$ cat src/rtl/shift_pkg.sv
// Shared definitions for the shifter-operand sequencer: FSM states, Rs amount
// width and the shifter's shift_control encodings.
package shift_pkg;

  typedef enum logic [1:0] {
    ST_IDLE    = 2'd0,
    ST_RS_WAIT = 2'd1,
    ST_SHIFT   = 2'd2,
    ST_DONE    = 2'd3
  } state_t;

  localparam int AMT_REG_BITS = 8;

  // shift_control encodings understood by the shifter_rotater; the sequencer
  // passes these through untouched.
  localparam logic [2:0] SH_LSL = 3'b000;
  localparam logic [2:0] SH_LSR = 3'b001;
  localparam logic [2:0] SH_ASR = 3'b010;
  localparam logic [2:0] SH_ROR = 3'b011;

endpackage

$ cat src/rtl/shift_sequencer.sv
// Execute-stage sequencer for ARM shifter operands: latches a request, fetches
// Rs when the amount is register-specified, fires the shifter once, holds the result.
//
// state      | meaning
// -----------+-----------------------------------------------------------
// ST_IDLE    | no operation in flight, ready for a request
// ST_RS_WAIT | waiting on the Rs read port for the shift amount
// ST_SHIFT   | shifter enabled this cycle, result captured at its end
// ST_DONE    | result held on res_* until downstream accepts it
module shift_sequencer #(
  parameter int DATA_W     = 32,
  parameter int RS_TIMEOUT = 15
) (
  input  logic              clk,
  input  logic              rst,
  input  logic              flush,
  input  logic              req_valid,
  output logic              req_ready,
  input  logic [DATA_W-1:0] req_data,
  input  logic [2:0]        req_ctrl,
  input  logic [4:0]        req_imm,
  input  logic              req_reg_shift,
  input  logic [3:0]        req_rs_idx,
  input  logic              req_carry,
  output logic              rs_rd_en,
  output logic [3:0]        rs_rd_idx,
  input  logic [31:0]       rs_rd_data,
  input  logic              rs_rd_valid,
  output logic [DATA_W-1:0] sh_in_data,
  output logic [31:0]       sh_amt_reg,
  output logic [2:0]        sh_control,
  output logic [4:0]        sh_amt_imm,
  output logic              sh_enable,
  output logic              sh_carry_in,
  input  logic [DATA_W-1:0] sh_out_data,
  input  logic              sh_carry_out,
  output logic              res_valid,
  input  logic              res_ready,
  output logic [DATA_W-1:0] res_data,
  output logic              res_carry,
  output logic              res_err
);
  import shift_pkg::*;

  localparam int CNT_W = $clog2(RS_TIMEOUT + 1);

  state_t state, state_nxt;

  logic [DATA_W-1:0]       op_data;
  logic [2:0]              op_ctrl;
  logic [4:0]              op_imm;
  logic [3:0]              op_rs_idx;
  logic                    op_carry;
  logic [AMT_REG_BITS-1:0] amt_reg;
  logic [CNT_W-1:0]        wait_cnt;
  logic [DATA_W-1:0]       res_data_q;
  logic                    res_carry_q;
  logic                    err_q;

  logic accept;
  logic rs_hit;
  logic rs_zero;
  logic timeout;
  logic unused_rs_hi;

  // Only the low byte of Rs carries the amount.
  assign unused_rs_hi = ^rs_rd_data[31:AMT_REG_BITS];

  assign req_ready = !rst && !flush &&
                     (state == ST_IDLE || (state == ST_DONE && res_ready));
  assign accept    = req_valid && req_ready;
  assign rs_hit    = (state == ST_RS_WAIT) && rs_rd_valid && !flush;
  assign rs_zero   = (rs_rd_data[AMT_REG_BITS-1:0] == '0);
  assign timeout   = (state == ST_RS_WAIT) && !rs_rd_valid && !flush &&
                     (wait_cnt == CNT_W'(RS_TIMEOUT - 1));

  always_comb begin
    state_nxt = state;
    rs_rd_en  = 1'b0;
    sh_enable = 1'b0;
    res_valid = 1'b0;
    case (state)
      ST_IDLE: begin
        if (accept) state_nxt = req_reg_shift ? ST_RS_WAIT : ST_SHIFT;
      end
      ST_RS_WAIT: begin
        rs_rd_en = 1'b1;
        if (rs_rd_valid)  state_nxt = rs_zero ? ST_DONE : ST_SHIFT;
        else if (timeout) state_nxt = ST_IDLE;
      end
      ST_SHIFT: begin
        sh_enable = 1'b1;
        state_nxt = ST_DONE;
      end
      ST_DONE: begin
        res_valid = 1'b1;
        if (res_ready) begin
          if (accept) state_nxt = req_reg_shift ? ST_RS_WAIT : ST_SHIFT;
          else        state_nxt = ST_IDLE;
        end
      end
      default: state_nxt = ST_IDLE;
    endcase
    if (flush) state_nxt = ST_IDLE;
  end

  always_ff @(posedge clk) begin
    if (rst) begin
      state       <= ST_IDLE;
      op_data     <= '0;
      op_ctrl     <= '0;
      op_imm      <= '0;
      op_rs_idx   <= '0;
      op_carry    <= 1'b0;
      amt_reg     <= '0;
      wait_cnt    <= '0;
      res_data_q  <= '0;
      res_carry_q <= 1'b0;
      err_q       <= 1'b0;
    end else begin
      state    <= state_nxt;
      err_q    <= timeout;
      wait_cnt <= (state == ST_RS_WAIT && state_nxt == ST_RS_WAIT) ?
                  wait_cnt + CNT_W'(1) : '0;

      if (accept) begin
        op_data   <= req_data;
        op_ctrl   <= req_ctrl;
        // The unused amount source is forced to zero so the shifter sees one.
        op_imm    <= req_reg_shift ? 5'd0 : req_imm;
        op_rs_idx <= req_rs_idx;
        op_carry  <= req_carry;
        amt_reg   <= '0;
      end else if (rs_hit) begin
        amt_reg <= rs_rd_data[AMT_REG_BITS-1:0];
      end

      if (state == ST_SHIFT && !flush) begin
        res_data_q  <= sh_out_data;
        res_carry_q <= sh_carry_out;
      end else if (rs_hit && rs_zero) begin
        res_data_q  <= op_data;
        res_carry_q <= op_carry;
      end
    end
  end

  assign rs_rd_idx   = op_rs_idx;
  assign sh_in_data  = op_data;
  assign sh_amt_reg  = {{(32 - AMT_REG_BITS){1'b0}}, amt_reg};
  assign sh_control  = op_ctrl;
  assign sh_amt_imm  = op_imm;
  assign sh_carry_in = op_carry;
  assign res_data    = res_data_q;
  assign res_carry   = res_carry_q;
  assign res_err     = err_q;

endmodule

$ cat config.mk
export PLATFORM = sky130hd
export DESIGN_NAME = shift_sequencer
export DESIGN_NICKNAME = d
export VERILOG_FILES = /design/src/rtl/shift_pkg.sv /design/src/rtl/shift_sequencer.sv
export SDC_FILE = /design/constraint.sdc
export NUM_CORES = 1
export LEC_CHECK = 0
export CAP_MARGIN = 25
export CORE_MARGIN = 4
export CORE_UTILIZATION = 35
export DETAILED_ROUTE_END_ITERATION = 8
export GPL_TIMING_DRIVEN = 0
export PLACE_DENSITY = 0.75
export SYNTH_ARGS = -nofsm -noshare
export SYNTH_HDL_FRONTEND = slang
export SYNTH_SLANG_ARGS = --single-unit
$ cat constraint.sdc
create_clock -name clk -period 2.2 [get_ports clk]
set_input_delay 0.33 -clock clk [delete_from_list [all_inputs] [get_ports clk]]
set_output_delay 0.33 -clock clk [all_outputs]
set_load 0.01 [all_outputs]
==> results.cfg <==
[sta]
drv_slew = 0
fin_crit_sh_pct = 90.7
period_needed_ns = 2.00
worstMarginPinSlew_ns = 0.607
setup_violations = 0
fmax_ghz = 0.501
final-hold-violation-count = 0
slew_headroom_pct = 59.5
fin_hold_ws_ns = 0.326
rsz0062_at_grt = no
skew_ns = 0.00638

[status]
status = finished, final reports clean

[clock_tree]
clock_latency_ns = 0.33
clock-sinks = 93
cts_root_buf = clkbuf_16
post-cts-setup-buffers = 0
clockBufferDepth = 2
htreeDepth = 3
cts_tree = yes
clk_pin_slew_worst_paths_ns = 0.06
cts_made_buffers = 9
ctsHoldBuffers = 0

[logic_synthesis]
syn-instance-count = 443
yosysMostFrequentCell = nand2_1
synth-seq-cells = 93
synthArstFlopShare_pct = 0
syn-cell-area_um2 = 4030
postSynthAreaPerCell_um2 = 9.10
ys_seq_area_share_pct = 46.2
synth_area_leaders = dfxtp_1 46%, nand2_1 9.4%, mux2_1 9.2%
synth_top_area_cell = dfxtp_1
synth-edff-count = 0
ys_types = 34
ys.flop_type = dfxtp_1
synth_top_area_share_pct = 46.2
synthTopCellsByCount = 101 x nand2_1, 93 x dfxtp_1, 54 x a21oi_1
ys_warn_count = 0

[setup_path]
critPathLaunchType = flop
worstPathRequired_ns = 1.87
crit_start = state[0]$_SDFF_PP0_
crit_fanout = 9
r2r_cells = 5
worstSetupEndpoint = rs_rd_en
worstSetupEndpointType = output port
r2r_start = state[1]$_SDFF_PP0_
critical_path_arrival_ns = 1.67
reg2reg_slack_ns = 0.23
r2r-end = res_data[4]$_SDFFE_PP0P_
path_class = flop to output port

[grt]
antenna_found_initial = 0
grt_max_degree = 16
grt_use_total_pct = 18.2
use_met2_pct = 32.3
grt_most_used_layer = met2
grt_pass1_vias = 3834
grt_overflow = 0
met3_usage_pct = 6.26
grt_use_met1_pct = 21.3
grt_pass1_wl_mm = 19.2

[finish]
num-fill-cells = 994
syn_to_final_growth_pct = 58.6
final_nets = 778
stdcell_count = 804
layout-drive-gt1-share_pct = 9.64
diodes = 0
final_area_um2 = 6390

[placed_design]
gp_congestion = 0.783
numPortBuffers = 182
dp.final_hpwl_mm = 9.57
placed_cells = 788
place_area_um2 = 6110

[power_and_ir_drop]
power_density_nw_per_um2 = 572
p_leak_nw = 2.67
ir_drop_uv = 317
p_total_mw = 3.66

[detailed_routing]
drt_iter0_drc = 105
antenna_left = 0
routedWlPerCell_um = 15.3
vias_per_cell = 4.69
first_pass_iters = 4
drcViolationCount = 0
wl_mm = 12.3
vias = 3770

[hold_path]
hp-class = input pin to flop

[floorplanning]
die_w_um = 115
io-pin-count = 232
initial_core_util_pct = 36.5
die_h_um = 115
die_area_um2 = 13300
fp-row-count = 38
core_area_um2 = 11000

[job]
cap_violations = 0
-- layout by cell type, fill, tap and decap left out, types with 6 or more instances in the layout --
cell / n
mux2i_1: 33
clkbuf_1: 11
clkdlybuf4s50_1: 181
conb_1: 24
buf_4: 29
a21oi_1: 54
buf_2: 7
buf_6: 6
nand3b_1: 6
dfxtp_1: 93
mux2_1: 33
nand2_1: 101
nor2_1: 41
clkbuf_16: 9
-- logic make-up (layout without fill, tap and decap cells) --
group / Yosys count / in the layout / share of synthesized area, %
buffers and inverters: 53 / 251 / 8.97
other: 1 / 24 / 0.0930
muxes: 66 / 66 / 17.4
AOI/OAI and AO/OA: 61 / 61 / 8.41
xor gates and xnor gates: 2 / 2 / 0.435
adders and majority gates: 2 / 2 / 0.621
and+or+nand+nor: 165 / 165 / 17.9
DFF: 93 / 93 / 46.2
-- what timing repair did --
action | in CTS | in global routing
endpoints found under the setup margin | 1 | 2
cloned | 0 | 0
resized for setup | 2 | 2
hold endpoints to repair | 0 | 0
-- worst max-delay path, stage by stage (launching register included) --
cell	delay (ns)
dfxtp_1	0.31
buf_2	0.20
nor2b_2	0.25
clkdlybuf4s50_1	0.58
-- metrics by stage --
step	util, %	TNS [ns]	setup slack [ns]
after floorplan	-	0	0.544
after global placement	55.4	-0.107	-0.00871
after detailed placement	55.4	-2.96	-0.130
after CTS	57.9	0	0.0219
after global routing	58.0	0	0.0392
final	58.0	0	0.205
-- metal layers --
| metal | up-vias | part of all wire, % |
|---|---|---|
| met5 | - | 0 |
| met4 | 0 | 1.0 |
| met3 | 12 | 8.4 |
| met2 | 145 | 50 |
| met1 | 1753 | 41 |
| li1 | 1860 | - |
-- where the power goes --
group          switching, mW  total (mW)  internal (mW)
registers             0.0216        1.74           1.71
logic                  0.199       0.490          0.291
clock network          0.662        1.43          0.770
-- worst min path at each step --
| stage | from | to | slack, ns | cells after the start |
|---|---|---|---|---|
| floorplan | rs_rd_valid | res_err$_SDFF_PP0_ | 0.41 | 1 |
| global placement | sh_amt_imm[2]$_SDFFE_PP0N_ | sh_amt_imm[2]$_SDFFE_PP0N_ | 0.44 | 2 |
| detailed placement | sh_amt_imm[1]$_SDFFE_PP0N_ | sh_amt_imm[1]$_SDFFE_PP0N_ | 0.45 | 2 |
| CTS | flush | state[0]$_SDFF_PP0_ | 0.32 | 2 |
| global route | flush | state[0]$_SDFF_PP0_ | 0.34 | 2 |
| finish | flush | state[0]$_SDFF_PP0_ | 0.33 | 2 |
-- area by class of cell --
class	count	area, um^2	area share, %
plain buffers	52	359	5.62
clock buffers	11	233	3.64
clock inverters	5	36.3	0.568
inverters	1	3.75	0.0587
multi-input cells	320	1900	29.7
flip-flops and latches	93	1860	29.1
well taps	140	175	2.74
repair buffers	182	1820	28.5
Power figures use the tool's default switching activity.
